### src/rtl/keypad_matrix_responder_pkg.sv
`default_nettype none
// ============================================================================
//  Module   : keypad_pkg
//  Purpose  : Shared types and helpers for the 4x4 keypad matrix (responder
//             and scanner side). Holds the press-phase state encoding, the
//             matrix dimensions and the key-index to row/col one-hot mapping.
//  Revision : 1.0  initial release
// ============================================================================
package keypad_pkg;

  localparam int KP_ROWS = 4;
  localparam int KP_COLS = 4;

  typedef enum logic [2:0] {
    ST_IDLE       = 3'd0,
    ST_BOUNCE_IN  = 3'd1,
    ST_HOLD       = 3'd2,
    ST_BOUNCE_OUT = 3'd3,
    ST_GAP        = 3'd4
  } kp_state_e;

  typedef struct packed {
    logic [KP_ROWS-1:0] row_oh;
    logic [KP_COLS-1:0] col_oh;
  } kp_onehot_t;

  // Key index layout: row = key[3:2], column = key[1:0].
  function automatic kp_onehot_t kp_key_onehot(input logic [3:0] key);
    kp_onehot_t r;
    r.row_oh = KP_ROWS'(1) << key[3:2];
    r.col_oh = KP_COLS'(1) << key[1:0];
    return r;
  endfunction

endpackage
`default_nettype wire

### src/rtl/keypad_matrix_responder_contact_fsm.sv
`default_nettype none
// ============================================================================
//  Module   : keypad_contact_fsm
//  Purpose  : Accepts a key request on a valid/ready handshake and sequences
//             the imitated key contact through bounce-in, hold, bounce-out
//             and release gap.
//  Ports    : clk, rst         clock / synchronous active-high reset
//             req_valid/key    request in; req_ready high only in IDLE
//             busy             high outside IDLE
//             done             one-cycle pulse during the last GAP cycle
//             contact          current contact state (decoded from state)
//             key_row/key_col  latched key coordinates
//  Revision : 1.0  initial release
// ============================================================================
module keypad_contact_fsm
  import keypad_pkg::*;
#(
  parameter int HOLD_CYCLES   = 64,
  parameter int BOUNCE_CYCLES = 4,
  parameter int GAP_CYCLES    = 8,
  parameter int CNT_W         = 16
) (
  input  logic       clk,
  input  logic       rst,
  input  logic       req_valid,
  input  logic [3:0] req_key,
  output logic       req_ready,
  output logic       busy,
  output logic       done,
  output logic       contact,
  output logic [1:0] key_row,
  output logic [1:0] key_col
);

  localparam logic [CNT_W-1:0] HOLD_LAST   = CNT_W'(HOLD_CYCLES - 1);
  localparam logic [CNT_W-1:0] BOUNCE_LAST = CNT_W'(BOUNCE_CYCLES - 1);
  localparam logic [CNT_W-1:0] GAP_LAST    = CNT_W'(GAP_CYCLES - 1);
  localparam bit               HAS_BOUNCE  = (BOUNCE_CYCLES > 0);

  kp_state_e        state_q, state_d;
  logic [CNT_W-1:0] cnt_q, cnt_d;
  logic [3:0]       key_q, key_d;
  logic             done_q, done_d;

  always_comb begin
    state_d = state_q;
    cnt_d   = cnt_q + CNT_W'(1);
    key_d   = key_q;
    contact = 1'b0;
    case (state_q)
      ST_IDLE: begin
        cnt_d = '0;
        if (req_valid) begin
          key_d   = req_key;
          state_d = HAS_BOUNCE ? ST_BOUNCE_IN : ST_HOLD;
        end
      end
      ST_BOUNCE_IN: begin
        // First bounce cycle is closed.
        contact = ~cnt_q[0];
        if (cnt_q == BOUNCE_LAST) begin
          state_d = ST_HOLD;
          cnt_d   = '0;
        end
      end
      ST_HOLD: begin
        contact = 1'b1;
        if (cnt_q == HOLD_LAST) begin
          state_d = HAS_BOUNCE ? ST_BOUNCE_OUT : ST_GAP;
          cnt_d   = '0;
        end
      end
      ST_BOUNCE_OUT: begin
        // First bounce cycle is open.
        contact = cnt_q[0];
        if (cnt_q == BOUNCE_LAST) begin
          state_d = ST_GAP;
          cnt_d   = '0;
        end
      end
      ST_GAP: begin
        if (cnt_q == GAP_LAST) begin
          state_d = ST_IDLE;
          cnt_d   = '0;
        end
      end
      default: begin
        state_d = ST_IDLE;
        cnt_d   = '0;
      end
    endcase
    // Registered pulse: set on the edge that enters the final GAP cycle.
    done_d = (state_d == ST_GAP) && (cnt_d == GAP_LAST);
  end

  always_ff @(posedge clk) begin
    if (rst) begin
      state_q <= ST_IDLE;
      cnt_q   <= '0;
      key_q   <= '0;
      done_q  <= 1'b0;
    end else begin
      state_q <= state_d;
      cnt_q   <= cnt_d;
      key_q   <= key_d;
      done_q  <= done_d;
    end
  end

  assign req_ready = (state_q == ST_IDLE);
  assign busy      = (state_q != ST_IDLE);
  assign done      = done_q;
  assign key_row   = key_q[3:2];
  assign key_col   = key_q[1:0];

endmodule
`default_nettype wire

### src/rtl/keypad_matrix_responder.sv
`default_nettype none
// ============================================================================
//  Module   : keypad_matrix_responder
//  Purpose  : Key-side model of a 4x4 keypad matrix. Watches the scanner's
//             row strobe and answers on the column lines as if a key were
//             pressed, held and released (with optional contact bounce).
//  Ports    : clk, rst   clock / synchronous active-high reset
//             row        row strobe from scanner (treated as bitwise OR)
//             col        registered column response, at most one bit set
//             req_*      key-press request handshake
//             busy/done  press in progress / end-of-press pulse
//  Revision : 1.0  initial release
// ============================================================================
module keypad_matrix_responder
  import keypad_pkg::*;
#(
  parameter int HOLD_CYCLES   = 64,
  parameter int BOUNCE_CYCLES = 4,
  parameter int GAP_CYCLES    = 8,
  parameter int CNT_W         = 16
) (
  input  logic               clk,
  input  logic               rst,
  input  logic [KP_ROWS-1:0] row,
  output logic [KP_COLS-1:0] col,
  input  logic               req_valid,
  input  logic [3:0]         req_key,
  output logic               req_ready,
  output logic               busy,
  output logic               done
);

  logic       contact;
  logic [1:0] key_row;
  logic [1:0] key_col;
  kp_onehot_t key_oh;

  logic [KP_COLS-1:0] col_q, col_d;

  keypad_contact_fsm #(
    .HOLD_CYCLES   (HOLD_CYCLES),
    .BOUNCE_CYCLES (BOUNCE_CYCLES),
    .GAP_CYCLES    (GAP_CYCLES),
    .CNT_W         (CNT_W)
  ) u_fsm (
    .clk       (clk),
    .rst       (rst),
    .req_valid (req_valid),
    .req_key   (req_key),
    .req_ready (req_ready),
    .busy      (busy),
    .done      (done),
    .contact   (contact),
    .key_row   (key_row),
    .key_col   (key_col)
  );

  always_comb begin
    key_oh = kp_key_onehot({key_row, key_col});
    col_d  = '0;
    // Any set row bit matching the key's row closes the circuit.
    if (contact && |(row & key_oh.row_oh)) begin
      col_d = key_oh.col_oh;
    end
  end

  always_ff @(posedge clk) begin
    if (rst) begin
      col_q <= '0;
    end else begin
      col_q <= col_d;
    end
  end

  assign col = col_q;

endmodule
`default_nettype wire

### config.mk
export PLATFORM = sky130hd
export DESIGN_NAME = keypad_matrix_responder
export DESIGN_NICKNAME = d
export VERILOG_FILES = /design/src/rtl/keypad_matrix_responder_pkg.sv /design/src/rtl/keypad_matrix_responder_contact_fsm.sv /design/src/rtl/keypad_matrix_responder.sv
export SDC_FILE = /design/constraint.sdc
export NUM_CORES = 1
export LEC_CHECK = 0
export ABC_AREA = 1
export BUFFER_PORTS_ARGS = -buffer_cell sky130_fd_sc_hd__buf_2
export CORE_ASPECT_RATIO = 1.25
export CORE_UTILIZATION = 25
export DETAILED_ROUTE_END_ITERATION = 16
export GPL_TIMING_DRIVEN = 0
export PLACE_DENSITY = 0.45
export SETUP_SLACK_MARGIN = 0.5
export SLEW_MARGIN = 10
export SYNTH_ARGS = -nofsm -noshare
export SYNTH_HDL_FRONTEND = slang
export SYNTH_SLANG_ARGS = --single-unit
### constraint.sdc
create_clock -name clk -period 2.1 [get_ports clk]
set_clock_uncertainty 0.1 [all_clocks]
set_input_delay 0.42 -clock clk [delete_from_list [all_inputs] [get_ports clk]]
set_output_delay 0.42 -clock clk [all_outputs]
set_load 0.02 [all_outputs]
==> flow_summary.yaml, run 1 <==
cts:
  cts_root_buf: "clkbuf_8"
  cts_buffer_depth: 2
  cts_tree: "built"
  hold_buffers: 0
  clk_pin_slew_ps: 100
  h-tree-depth: 1
  clk-insertion-delay-late_ps: 280
  cts_sinks: 28
  numCtsBuffers: 3
sta:
  max_slew_margin: 0.633
  timing.fmax_mhz: 594
  min_period_ps: 1680
  worst_slack_ps: 417
  finalHoldViolCount: 0
  setup_tns_ps: 0
  grt_setup_unrepaired: "true"
  report.final.slew_viol_count: 0
  post-route-period-util: 0.801
  finalSetupViolCount: 0
  worst_pin_slew_ps: 551
power_and_ir_drop:
  power_density_mw_per_mm2: 552
  power_uw: 1100
  ir_worst_vdd_uv: 254
  leakage_uw: 0.000923
floorplan:
  chipHeight_microns: 88.5
  dieArea_sq_mm: 0.00630
  initial_core_util: 0.259
  die-width_microns: 71.2
  core.rowCount: 31
  io_pins: 18
  coreArea_sq_mm: 0.00578
worst_setup_path:
  crit_arrival_ps: 1810
  crit_slowest_cell: "dfxtp_4"
  cp.required_ps: 2230
  cp-end-kind: "register"
  path_buf_inv: 1
  cp_top_family: "simple AND/OR/NAND/NOR gates"
  worstPathCellList: "ha_4 > nand2_4 > nor3_4 > buf_4 > nand3_1 > nand3_1 > nand2_1 > nor2_1 > nand3_1 > nor2_1"
  critPathKind: "register to register"
  cp_max_fo: 5
  start_kind: "register"
  cp_common_cell: "nand3_1"
  worst_path_largest_cell_delay_ps: 370
final_layout:
  area_growth_pct: 32.9
  multi_input_area_sq_um: 917
  seq_area_sq_um: 574
  design_area_sq_mm: 0.00199
  utilization: 0.344
  diodes: 0
  num-nets-final: 274
  final_layout_size_suffix_gt1_frac: 0.295
  n_fill_cell: 622
synthesis:
  ys.flop_type: "dfxtp_1"
  yosys_register_bits: 28
  ys_top_cells_by_area: "dfxtp_1 (37%), nand2_1 (12%), nor2_1 (11%)"
  synth.distinct_cells: 27
  yosysTopAreaCellShare: 0.375
  synth_fp_nets: 237
  synth_common_cells: "nand2_1 (47), nor2_1 (44), inv_1 (30), dfxtp_1 (28), nand3_1 (24)"
  synth_seq_area_share: 0.375
  synth_area_sq_mm: 0.00150
  synth_warnings: 0
  synth-edff-count: 0
  yosys.area.top_type: "dfxtp_1"
  syn_inst: 225
  async_flop_share: 0
  syn_avg_cell_area_sq_um: 6.65
  post-synth-top-count-cell: "nand2_1"
drt:
  drt_first_iter_violations: 72
  vias_per_cell: 4.55
  wirelength_microns: 3650
  wl_per_cell_microns: 11.1
  dr.pass1.iters: 10
  num_vias: 1489
  antenna_left: 0
  drc_errors: 1
global_routing:
  busiest_layer: "met2"
  antenna_found_initial: 0
  grtUsageMet3: 0.0216
  overflow: 0
  grt_pass1_wl_microns: 6000
  grt.met2_usage: 0.215
  grt_max_degree: 17
  grtUsageTotal: 0.123
  grtUsageMet1: 0.149
  first_global_vias: 1357
placement:
  placement.io_buffers: 17
  place_worst_setup_slack_ps: 80.4
  gp_congestion: 0.819
  post_dp_cell_area_sq_mm: 0.00168
  hpwl_microns: 2710
run:
  max_cap_violations: 0
outcome:
  outcome: "finished, violations left"
  violations: "design-rule violations"
min_path:
  hold_class: "input port to register"
cell families after synthesis:
logic type                 share of synthesized area
adders and majority gates                    0.00836
DFF                                            0.375
AOI/OAI and AO/OA                              0.105
xor gates and xnor gates                      0.0176
buffers and inverters                         0.0828
and+or+nand+nor                                0.411
worst paths after layout:
path	from	to	slack [ps]	cells after the start
max	u_fsm.cnt_q[0]	u_fsm.done	420	10
min	rst	u_fsm.state_q[2]	220	2
max reg2reg	u_fsm.cnt_q[0]	u_fsm.done	420	10
min reg2reg	u_fsm.key_q[0]	col[2]	350	1
cell usage in the layout (no fill, tap or decap), types with 2 or more instances in the layout:
master / count
nand3_1: 22
nor2_2: 4
nand3_4: 2
nor2_4: 6
nand4_1: 3
nor2_1: 40
nand2_2: 4
dfxtp_1: 19
o21ai_1: 2
inv_1: 27
xor2_1: 2
a21oi_1: 7
nand2_1: 44
buf_2: 15
dfxtp_2: 8
clkbuf_8: 3
nand2_4: 3
nand3_2: 2
inv_2: 3
nor3_1: 2
buf_6: 2
o21ai_0: 9
buf_4: 13
o21bai_1: 3
final cells by class:
type | instances | area share
Sequential cell | 28 | 0.289
Timing Repair Buffer | 31 | 0.108
Clock buffer | 3 | 0.0208
Buffer | 1 | 0.00189
Clock inverter | 1 | 0.0151
Multi-Input combinational cell | 165 | 0.461
Tap cell | 66 | 0.0415
Inverter | 32 | 0.0623
metrics by stage:
step / hold slack (ps) / instances
global placement: 336 / 308
detailed placement: 338 / 308
global route: 209 / 327
floorplan: 313 / 225
finish: 222 / 327
CTS: 224 / 318
registers in the layout, summed over array words and instances, names as in the netlist:
signal         cells
col                4
u_fsm.key_q        4
u_fsm.state_q      3
u_fsm.cnt_q       16
u_fsm.done         1
metal layers:
| metal | up-vias | wire, microns |
|---|---|---|
| met5 | - | 0 |
| met4 | 0 | 55 |
| met3 | 4 | 87 |
| met2 | 18 | 1820 |
| met1 | 676 | 1680 |
| li1 | 791 | - |
report_power, final:
part / switching (uW) / internal, uW
clock network: 179 / 256
registers: 6.32 / 540
logic: 69.6 / 47.2
total: 255 / 843
worst register-to-register path: stages (launching register included):
cell and delay (ps):
dfxtp_4 370, ha_4 170, nand2_4 80, nor3_4 230
buf_4 160, nand3_1 50, nand3_1 100, nand2_1 80
nor2_1 110, nand3_1 90, nor2_1 90
what timing repair did:
item	4_1_cts	5_1_grt
buffers inserted	6	8
pin swaps	5	10
resized for setup	21	20
gates cloned	0	1
setup endpoints to repair	17	18
Note: power is estimated with default switching activity, not from simulation.
==> inputs of run 2 (changes only) <==
--- a/config.mk
+++ b/config.mk
@@ -5,13 +5,13 @@
 export SDC_FILE = /design/constraint.sdc
 export NUM_CORES = 1
 export LEC_CHECK = 0
-export ABC_AREA = 1
+export ABC_AREA = 0
 export BUFFER_PORTS_ARGS = -buffer_cell sky130_fd_sc_hd__buf_2
 export CORE_ASPECT_RATIO = 1.25
 export CORE_UTILIZATION = 25
 export DETAILED_ROUTE_END_ITERATION = 16
 export GPL_TIMING_DRIVEN = 0
-export PLACE_DENSITY = 0.45
+export PLACE_DENSITY = 0.46
 export SETUP_SLACK_MARGIN = 0.5
 export SLEW_MARGIN = 10
 export SYNTH_ARGS = -nofsm -noshare
==> constraint.sdc (replaced) <==
create_clock -name clk -period 1.5 [get_ports clk]
set_clock_uncertainty 0.1 [all_clocks]
set_input_delay 0.3 -clock clk [delete_from_list [all_inputs] [get_ports clk]]
set_output_delay 0.3 -clock clk [all_outputs]
set_load 0.02 [all_outputs]
==> flow_summary.yaml, run 2 <==
worst_setup_path:
  cp_max_fo: 5
  crit_arrival_ps: 1990
  cp-end-kind: "register"
  start_kind: "register"
  critPathKind: "register to register"
  cp.required_ps: 1560
final_layout:
  n_fill_cell: 535
  final_layout_size_suffix_gt1_frac: 0.541
  multi_input_area_sq_um: 975
  largest-register: "u_fsm.cnt_q"
  diodes: 0
  largest_reg_flops: 16
  num-nets-final: 207
  layout_common_cells: "buf_6 (16), nor2_1 (15), nand2_1 (12)"
  area_growth_pct: 43.8
  seq_area_sq_um: 597
  final_common_cell: "buf_6"
synthesis:
  ys.flop_type: "dfxtp_1"
  synth-edff-count: 0
  synth.distinct_cells: 45
  yosys.area.top_type: "dfxtp_1"
  post-synth-top-count-cell: "dfxtp_1"
  synth_area_sq_mm: 0.00143
  syn_inst: 158
  synth_warnings: 0
  async_flop_share: 0
  yosysTopAreaCellShare: 0.393
  synth_common_cells: "dfxtp_1 (28), nor2_1 (17), nand2_1 (13), nor2_2 (13), xnor2_1 (11)"
  ys_top_cells_by_area: "dfxtp_1 (39%), xnor2_1 (6.7%), nor2_2 (5.7%)"
  syn_avg_cell_area_sq_um: 9.04
  synth_fp_nets: 170
  synth_seq_area_share: 0.393
  yosys_register_bits: 28
sta:
  grt_setup_unrepaired: "true"
  worst_pin_slew_ps: 377
  report.final.slew_viol_count: 0
  finalHoldViolCount: 0
  setup_tns_ps: -6020
  min_period_ps: 1940
  worst_slack_ps: -435
  finalSetupViolCount: 18
  max_slew_margin: 0.749
  timing.fmax_mhz: 517
  post-route-period-util: 1.29
placement:
  gp_congestion: 0.707
  hpwl_microns: 2200
  placement.io_buffers: 16
global_routing:
  antenna_found_initial: 0
  overflow: 0
  grtUsageTotal: 0.110
  first_global_vias: 1204
  grt_max_degree: 16
  grt_pass1_wl_microns: 5360
outcome:
  violations: "negative setup slack"
  outcome: "finished, violations left"
drt:
  antenna_left: 0
  wl_per_cell_microns: 12.1
  wirelength_microns: 3110
  drt_first_iter_violations: 48
  num_vias: 1193
  drc_errors: 0
  dr.pass1.iters: 4
  vias_per_cell: 4.62
power_and_ir_drop:
  leakage_uw: 0.000735
  power_frac_clock: 0.310
  intPower_uw: 1020
  sw_frac_of_total: 0.233
  power_density_mw_per_mm2: 645
  ir_worst_vdd_uv: 356
  switchingPower_uw: 308
  seqPwrFrac: 0.575
  power_uw: 1320
  pwr-share-comb: 0.115
cts:
  cts_sinks: 28
  cts_root_buf: "clkbuf_8"
  h-tree-depth: 1
  hold_buffers: 0
  cts_buffer_depth: 2
  clk-insertion-delay-late_ps: 270
  numCtsBuffers: 3
  cts_tree: "built"
  clk_pin_slew_ps: 90
run:
  max_cap_violations: 0
min_path:
  hold_class: "input port to register"
floorplan:
  dieArea_sq_mm: 0.00602
  chipHeight_microns: 86.5
  io_pins: 18
  core.rowCount: 30
  die-width_microns: 69.6
  initial_core_util: 0.261
  coreArea_sq_mm: 0.00548
## run 2: cell count changes after synthesis, sizes merged, moves of 5 or more
cell,before,now
xor2,3,8
nand3,26,7
nor2,50,31
o21ai,11,1
xnor2,0,11
nand2,50,13
inv,31,7
## run 2: worst max-delay path, cell delays in order, from the launching register on
cell,delay (ps)
dfxtp_2,360
ha_4,160
or4b_4,500
clkinv_4,70
a31oi_4,100
o31ai_4,320
buf_6,180
nor2_2,40
## run 2: kinds of logic (layout without fill, tap and decap cells)
group | after synthesis | after routing | share of synthesized area
compound gates | 15 | 15 | 0.0999
xor+xnor | 19 | 19 | 0.117
fa+ha+maj | 1 | 1 | 0.00876
buf+inv | 13 | 49 | 0.0429
flops | 28 | 28 | 0.393
mux | 3 | 3 | 0.0298
simple gates | 79 | 79 | 0.309
## run 2: power groups by stage
| stage | Sequential, uW | Clock [uW] | Combinational [uW] |
|---|---|---|---|
| 6_report | 761 | 410 | 152 |
| 3_5_place_dp | 788 | 0 | 112 |
| 4_1_cts | 763 | 438 | 142 |
| 2_1_floorplan | 787 | 0 | 79.2 |
| 3_3_place_gp | 788 | 0 | 113 |
| 5_1_grt | 764 | 454 | 167 |
## run 2: layer usage
layer | vias up | global-route usage | wire length [microns]
met5 | - | 0 | 0
met4 | 0 | 0.0390 | 36
met3 | 4 | 0.0244 | 122
met2 | 21 | 0.202 | 1560
met1 | 551 | 0.126 | 1390
li1 | 617 | - | -
## run 2: final timing paths
kind	to	cells after the start	slack, ps	from
worst max-delay path	u_fsm.cnt_q[5]	7	-440	u_fsm.cnt_q[1]
worst min-delay path	u_fsm.key_q[3]	3	170	req_key[3]
worst max register to register	u_fsm.cnt_q[5]	7	-440	u_fsm.cnt_q[1]
worst min register to register	col[0]	1	350	u_fsm.key_q[1]
## run 2: timing repair
| action | in CTS | in global routing |
|---|---|---|
| cloned | 1 | 0 |
| setup buffers | 10 | 5 |
| pin swaps | 18 | 11 |
| gates resized for setup | 48 | 18 |
| setup endpoints to repair | 35 | 35 |
## run 2: cell type report
cell class                 count  share of cell area
buffer                         5              0.0238
clock buffer                   4              0.0219
inverter                       8              0.0183
multi-input combinational    117               0.475
sequential                    28               0.291
tap                           64              0.0390
timing repair buffer          32               0.132
## run 2: per-stage QoR
step | instance area, sq um | hold slack [ps] | std cells | setup WS, ps | utilization
finish | 2050 | 170 | 258 | -435 | 0.375
global route | 2050 | 185 | 258 | -518 | 0.375
CTS | 1940 | 164 | 253 | -437 | 0.355
detailed placement | 1650 | 330 | 238 | -528 | 0.301
global placement | 1650 | 337 | 238 | -568 | 0.301
floorplan | 1490 | 313 | 158 | -370 | -
